<file path="config.mk">
export PLATFORM = sky130hd
export DESIGN_NAME = sweep_recorder
export DESIGN_NICKNAME = d
export VERILOG_FILES = /design/src/rtl/sweep_pkg.sv /design/src/rtl/regfile32.sv /design/src/rtl/sweep_recorder.sv
export SDC_FILE = /design/constraint.sdc
export NUM_CORES = 2
export LEC_CHECK = 0
export CAP_MARGIN = 20
export CORE_ASPECT_RATIO = 1.4
export CORE_MARGIN = 4
export CORE_UTILIZATION = 30
export DETAILED_ROUTE_END_ITERATION = 8
export MAX_ROUTING_LAYER = met4
export PLACE_DENSITY = 0.43
export SYNTH_ARGS = -nofsm -noshare
export SYNTH_HDL_FRONTEND = slang
export SYNTH_SLANG_ARGS = --single-unit
</file>
<file path="constraint.sdc">
create_clock -name clock -period 3.36 [get_ports clock]
set_input_delay 0.336 -clock clock [delete_from_list [all_inputs] [get_ports clock]]
set_output_delay 0.336 -clock clock [all_outputs]
set_load 0.03 [all_outputs]
</file>
<file path="src/rtl/sweep_pkg.sv">
// Shared widths, FSM encoding and sweep bundle
// for the sweep recorder and its register file.
package sweep_pkg;

  localparam int IDX_W  = 5;
  localparam int DATA_W = 32;
  localparam int NREGS  = 32;

  localparam logic [IDX_W-1:0] CNT_MAX = 5'd31;

  typedef enum logic [2:0] {
    IDLE,
    SEEN1,
    UP,
    DOWN,
    REPORT
  } state_e;

  typedef struct packed {
    logic [IDX_W-1:0]  count;
    logic [IDX_W-1:0]  first;
    logic [IDX_W-1:0]  last;
    logic              dir;
    logic              err;
    logic [DATA_W-1:0] cks;
  } sweep_t;

endpackage

</file>
<file path="src/rtl/regfile32.sv">
// 32x32 register file, one write port, one
// combinational read port, register 0 reads as 0.
module regfile32
  import sweep_pkg::*;
(
  input  logic              clock,
  input  logic              reset,
  input  logic [IDX_W-1:0]  waddr,
  input  logic [DATA_W-1:0] wdata,
  input  logic [IDX_W-1:0]  raddr,
  output logic [DATA_W-1:0] rdata
);

  logic [NREGS-1:0][DATA_W-1:0] mem_q;
  logic [NREGS-1:0][DATA_W-1:0] mem_d;

  always_comb begin
    mem_d = mem_q;
    if (waddr != '0) begin
      mem_d[waddr] = wdata;
    end
    mem_d[0] = '0;
  end

  always_ff @(posedge clock or negedge reset) begin
    if (!reset) begin
      mem_q <= '0;
    end else begin
      mem_q <= mem_d;
    end
  end

  assign rdata = (raddr == '0) ? '0 : mem_q[raddr];

endmodule

</file>
<file path="src/rtl/sweep_recorder.sv">
// Records register-index sweeps from an upstream
// sequencer and emits a one-cycle report on done.
module sweep_recorder
  import sweep_pkg::*;
(
  input  logic              clock,
  input  logic              reset,
  input  logic [IDX_W-1:0]  regnum,
  input  logic [DATA_W-1:0] wdata,
  input  logic              done,
  input  logic [IDX_W-1:0]  rsel,
  output logic [DATA_W-1:0] rdata,
  output logic              sweep_valid,
  output logic [IDX_W-1:0]  sweep_count,
  output logic [IDX_W-1:0]  sweep_first,
  output logic [IDX_W-1:0]  sweep_last,
  output logic              sweep_dir,
  output logic              sweep_err,
  output logic [DATA_W-1:0] checksum
);

  state_e state_q, state_d;
  sweep_t sw_q, sw_d;
  sweep_t rpt_q, rpt_d;
  logic   done_prev_q, done_prev_d;
  logic   rise;
  logic   is_new;
  logic   step_up;
  logic   step_dn;

  regfile32 u_rf (
    .clock (clock),
    .reset (reset),
    .waddr (regnum),
    .wdata (wdata),
    .raddr (rsel),
    .rdata (rdata)
  );

  assign rise    = done && !done_prev_q;
  assign is_new  = (regnum != '0) &&
                   (regnum != sw_q.last);
  assign step_up = (regnum == sw_q.last + 5'd1);
  assign step_dn = (regnum == sw_q.last - 5'd1);

  always_comb begin
    state_d     = state_q;
    sw_d        = sw_q;
    rpt_d       = rpt_q;
    done_prev_d = done;
    if (is_new && state_q != IDLE &&
        state_q != REPORT) begin
      sw_d.last = regnum;
      sw_d.cks  = sw_q.cks ^ wdata;
      if (sw_q.count != CNT_MAX) begin
        sw_d.count = sw_q.count + 5'd1;
      end
    end
    unique case (state_q)
      IDLE: begin
        if (regnum != '0) begin
          state_d    = SEEN1;
          sw_d.count = 5'd1;
          sw_d.first = regnum;
          sw_d.last  = regnum;
          sw_d.dir   = 1'b0;
          sw_d.err   = 1'b0;
          sw_d.cks   = wdata;
        end
      end
      SEEN1: begin
        if (is_new) begin
          if (step_up) begin
            state_d  = UP;
            sw_d.dir = 1'b1;
          end else if (step_dn) begin
            state_d = DOWN;
          end else begin
            sw_d.err = 1'b1;
          end
        end
      end
      UP: begin
        if (is_new && !step_up) begin
          sw_d.err = 1'b1;
        end
      end
      DOWN: begin
        if (is_new && !step_dn) begin
          sw_d.err = 1'b1;
        end
      end
      REPORT: begin
        state_d = IDLE;
        sw_d    = '0;
      end
      default: begin
        state_d = IDLE;
        sw_d    = '0;
      end
    endcase
    // A coincident write is already folded into sw_d here.
    if (rise && state_q != REPORT) begin
      state_d = REPORT;
      rpt_d   = sw_d;
    end
  end

  always_ff @(posedge clock or negedge reset) begin
    if (!reset) begin
      state_q     <= IDLE;
      sw_q        <= '0;
      rpt_q       <= '0;
      done_prev_q <= 1'b0;
    end else begin
      state_q     <= state_d;
      sw_q        <= sw_d;
      rpt_q       <= rpt_d;
      done_prev_q <= done_prev_d;
    end
  end

  assign sweep_valid = (state_q == REPORT);
  assign sweep_count = rpt_q.count;
  assign sweep_first = rpt_q.first;
  assign sweep_last  = rpt_q.last;
  assign sweep_dir   = rpt_q.dir;
  assign sweep_err   = rpt_q.err;
  assign checksum    = rpt_q.cks;

endmodule

</file>
==> out/qor.csv <==
stage,metric,value,unit
global_route,grt_antenna_before_repair,7,
clock_tree,cts_buffers,116,
placed_design,place_congestion,0.751,
setup_path,critical-path-slowest-cell,a221oi_1,
yosys,netlist_area,50500,um^2
clock_tree,cts_tree,yes,
finish,layout.nets,3501,
setup_path,crit_path_frequent_cell,buf_4,
yosys,synth_top_area_cell,dfrtp_1,
yosys,ys_ff_latch,1094,
global_route,grt_max_degree,103,
global_route,grt_pass1_wl,231,mm
sta,hold_viol,0,
setup_path,critPathLaunch,u_rf.mem_q[96],
yosys,yosysWarnings,0,
sta,rsz0062_at_grt,false,
clock_tree,cts.clk_slew.worst_paths,60,ps
yosys,synth-async-reset-ratio,100,%
setup_path,crit_arrival,2860,ps
yosys,ys_types,59,
power_and_ir_drop,ir_drop,0.425,mV
clock_tree,cts-root-buf,clkbuf_16,
clock_tree,cts_resized,0,
route,first_pass_iters,7,
yosys,synth_nets,3394,
die,coreArea,168000,um^2
setup_path,end_kind,primary output,
sta,setup_tns,0,ps
placed_design,io_buffers,126,
yosys,avgSynthCellArea,15.1,um^2
clock_tree,cts.sinks,1094,
sta,finalSetupViolations,0,
sta,fmax,313,MHz
yosys,synth_area_leaders,"dfrtp_1, mux2_2, mux4_2, mux2_1, mux2i_1",
yosys,synthFlopType,dfrtp_1,
finish,final_cells,5808,
global_route,grt-ovfl-total,0,
power_and_ir_drop,p_leak,25.2,nW
die,start_util,30.1,%
setup_path,reg2reg_from,state_q[1],
placed_design,post-place-ws,383,ps
setup_path,cp_max_fo,2,
yosys,syn_inst,3346,
power_and_ir_drop,combPwrFrac,21.8,%
route,drt-total-wl,156,mm
clock_tree,htreeDepth,3,
yosys,synth-seq-area-share,54.2,%
sta,tightest_slew,1090,ps
setup_path,worst_path_largest_cell_delay,720,ps
setup_path,required,3020,ps
power_and_ir_drop,powerDensity,660,nW/um^2
finish,layout-drive-gt1-share,48.3,%
die,die_x,355,um
yosys,synth_edf_count,0,
global_route,grt_pass1_vias,31800,
clock_tree,cts.path.max_buffers,3,
route,vias,29500,
sta,slew_headroom,27.3,%
power_and_ir_drop,clkPwrFrac,32.6,%
worst_hold_path,min_from,done,
die,rows,178,
route,routedWlPerCell,26.9,um
sta,setup_ws,162,ps
yosys,synth.top_cell.area_share,54.2,%
clock_tree,insertion_delay,740,ps
power_and_ir_drop,swShare,27.6,%
flow_run,maxCapViolCount,0,
route,drt_iter0_markers,1477,
global_route,grtUsageTotal,18.4,%
die,die_y,494,um
route,routed_via_density,5.07,
sta,fin_skew,29.9,ps
setup_path,startpoint_type,register,
route,drcViolationCount,0,
setup_path,crit_type,reg -> out,
finish,syn_to_final_growth,18.1,%
sta,maxSlewViolCount,0,
route,drtAntennaViolNets,0,
worst_hold_path,hold_path_class,in -> reg,
power_and_ir_drop,p_switching,10.9,mW
sta,period_minus_slack,3200,ps
power_and_ir_drop,p_int,28.5,mW
sta,hold_slack,82.7,ps
placed_design,dpl.hpwl,98.9,mm
power_and_ir_drop,seq_power_share,45.5,%
die,boundaryPins,127,
clock_tree,postCtsSetupRepairBufs,0,
sta,final_min_period_over_clock_period,95.2,%
setup_path,cp_cell_sequence,"mux2_2, a22o_1, mux4_2, nor2_1, buf_4, a221oi_1, buf_4",
run_status,status,finished clean,
placed_design,dpl.cell_count,5584,
die,dieArea,175000,um^2
==> power by group through the flow <==
stage	registers, mW	clock network (mW)	logic (mW)
after floorplan	17.9	0	5.75
after global placement	18.1	0	8.62
after detailed placement	18.2	0	8.77
after CTS	17.9	13.3	8.79
after global routing	18.3	13.8	9.33
final	17.9	12.9	8.61
==> flip-flops by register name, indices dropped and copies added, names as in the netlist <==
signal       flops
checksum        32
sw_q            49
sweep_err        1
u_rf.mem_q     992
done_prev_q      1
sweep_last       5
sweep_first      5
sweep_dir        1
sweep_count      5
state_q          3
==> cells in the mapped netlist, types with 31 or more instances <==
cell,count
a21o_1,32
a21oi_1,74
a221o_1,38
a221oi_1,33
a22o_1,31
buf_1,49
buf_2,113
clkbuf_1,172
dfrtp_1,1094
mux2_1,62
mux2_2,961
mux2i_1,66
mux4_2,256
nand2_1,31
nor2_1,67
nor2b_1,68
o211ai_1,34
o21ai_0,34
==> worst paths after layout <==
path | endpoint | slack (ps) | cells past startpoint
setup / recovery | rdata[0] | 160 | 7
hold / removal | done_prev_q | 80 | 1
setup reg to reg | checksum[19] | 1140 | 6
hold reg to reg | sweep_first[3] | 480 | 2
max in group asynchronous | u_rf.mem_q[520] | 2000 | 3
min in group asynchronous | u_rf.mem_q[789] | 190 | 2
==> cell type report <==
cell class                 count  area (um^2)
antenna                       15         37.5
clock buffer                 174         3440
clock inverter                34          307
fill                       16100       108000
inverter                       3         11.3
multi-input combinational   1889        21800
sequential                  1094        27400
tap                         2250         2820
timing repair buffer         349         3930
==> logic make-up (layout without fill, tap and decap cells) <==
family / Yosys count / after routing / share of synthesized area [%]
muxes: 1345 / 1345 / 35.5
adders and majority gates: 3 / 3 / 0.0743
AOI/OAI and AO/OA: 306 / 306 / 4.41
and+or+nand+nor: 222 / 222 / 2.33
xor gates and xnor gates: 13 / 13 / 0.255
DFF: 1094 / 1094 / 54.2
other: 0 / 15 / 0
buffers and inverters: 363 / 560 / 3.27
==> metal layers <==
layer  global-route usage (%)  part of all wire, %  routed length, um
met1                     24.3                   45              70300
met2                     30.2                   49              76700
met3                     2.62                  3.9               6130
met4                     4.55                  2.0               3190
met5                        -                    0                  0
==> stage by stage <==
stage / power (mW) / utilization, % / area [um^2]
3_5_place_dp: 26.9 / 33.3 / 55900
6_report: 39.4 / 35.6 / 59700
3_3_place_gp: 26.7 / 33.3 / 55900
4_1_cts: 40.0 / 35.6 / 59600
5_1_grt: 41.5 / 35.6 / 59600
2_1_floorplan: 23.7 / - / 50500
==> timing repair <==
action,CTS,global route
hold buffers,1,0
setup endpoints to repair,0,0
endpoints found under the hold margin,40,0
==> placed cells by master (no fill, tap or decap), types with 8 or more instances in the layout <==
master              n
a21o_1             32
a21oi_1            74
a221o_1            38
a221oi_1           33
a22o_1             31
buf_12             85
buf_4             169
clkbuf_1           28
clkbuf_16         118
clkbuf_8           29
clkdlybuf4s50_1    88
clkinv_2           25
dfrtp_1          1093
diode_2            15
mux2_1             62
mux2_2            961
mux2i_1            66
mux4_2            256
nand2_1            20
nand2_2            11
nor2_1             49
nor2_4             19
nor2b_1            66
o211ai_1           34
o21ai_0            34
o31ai_1             8
==> critical path, delay by kind of cell, from the launching register on <==
family | cells | cell delay, ps
AO/OA/AOI/OAI | 2 | 860
buffers and inverters | 2 | 430
flip-flops | 1 | 350
multiplexers | 2 | 420
AND/OR/NAND/NOR | 1 | 60
(Power assumes the default switching activity.)
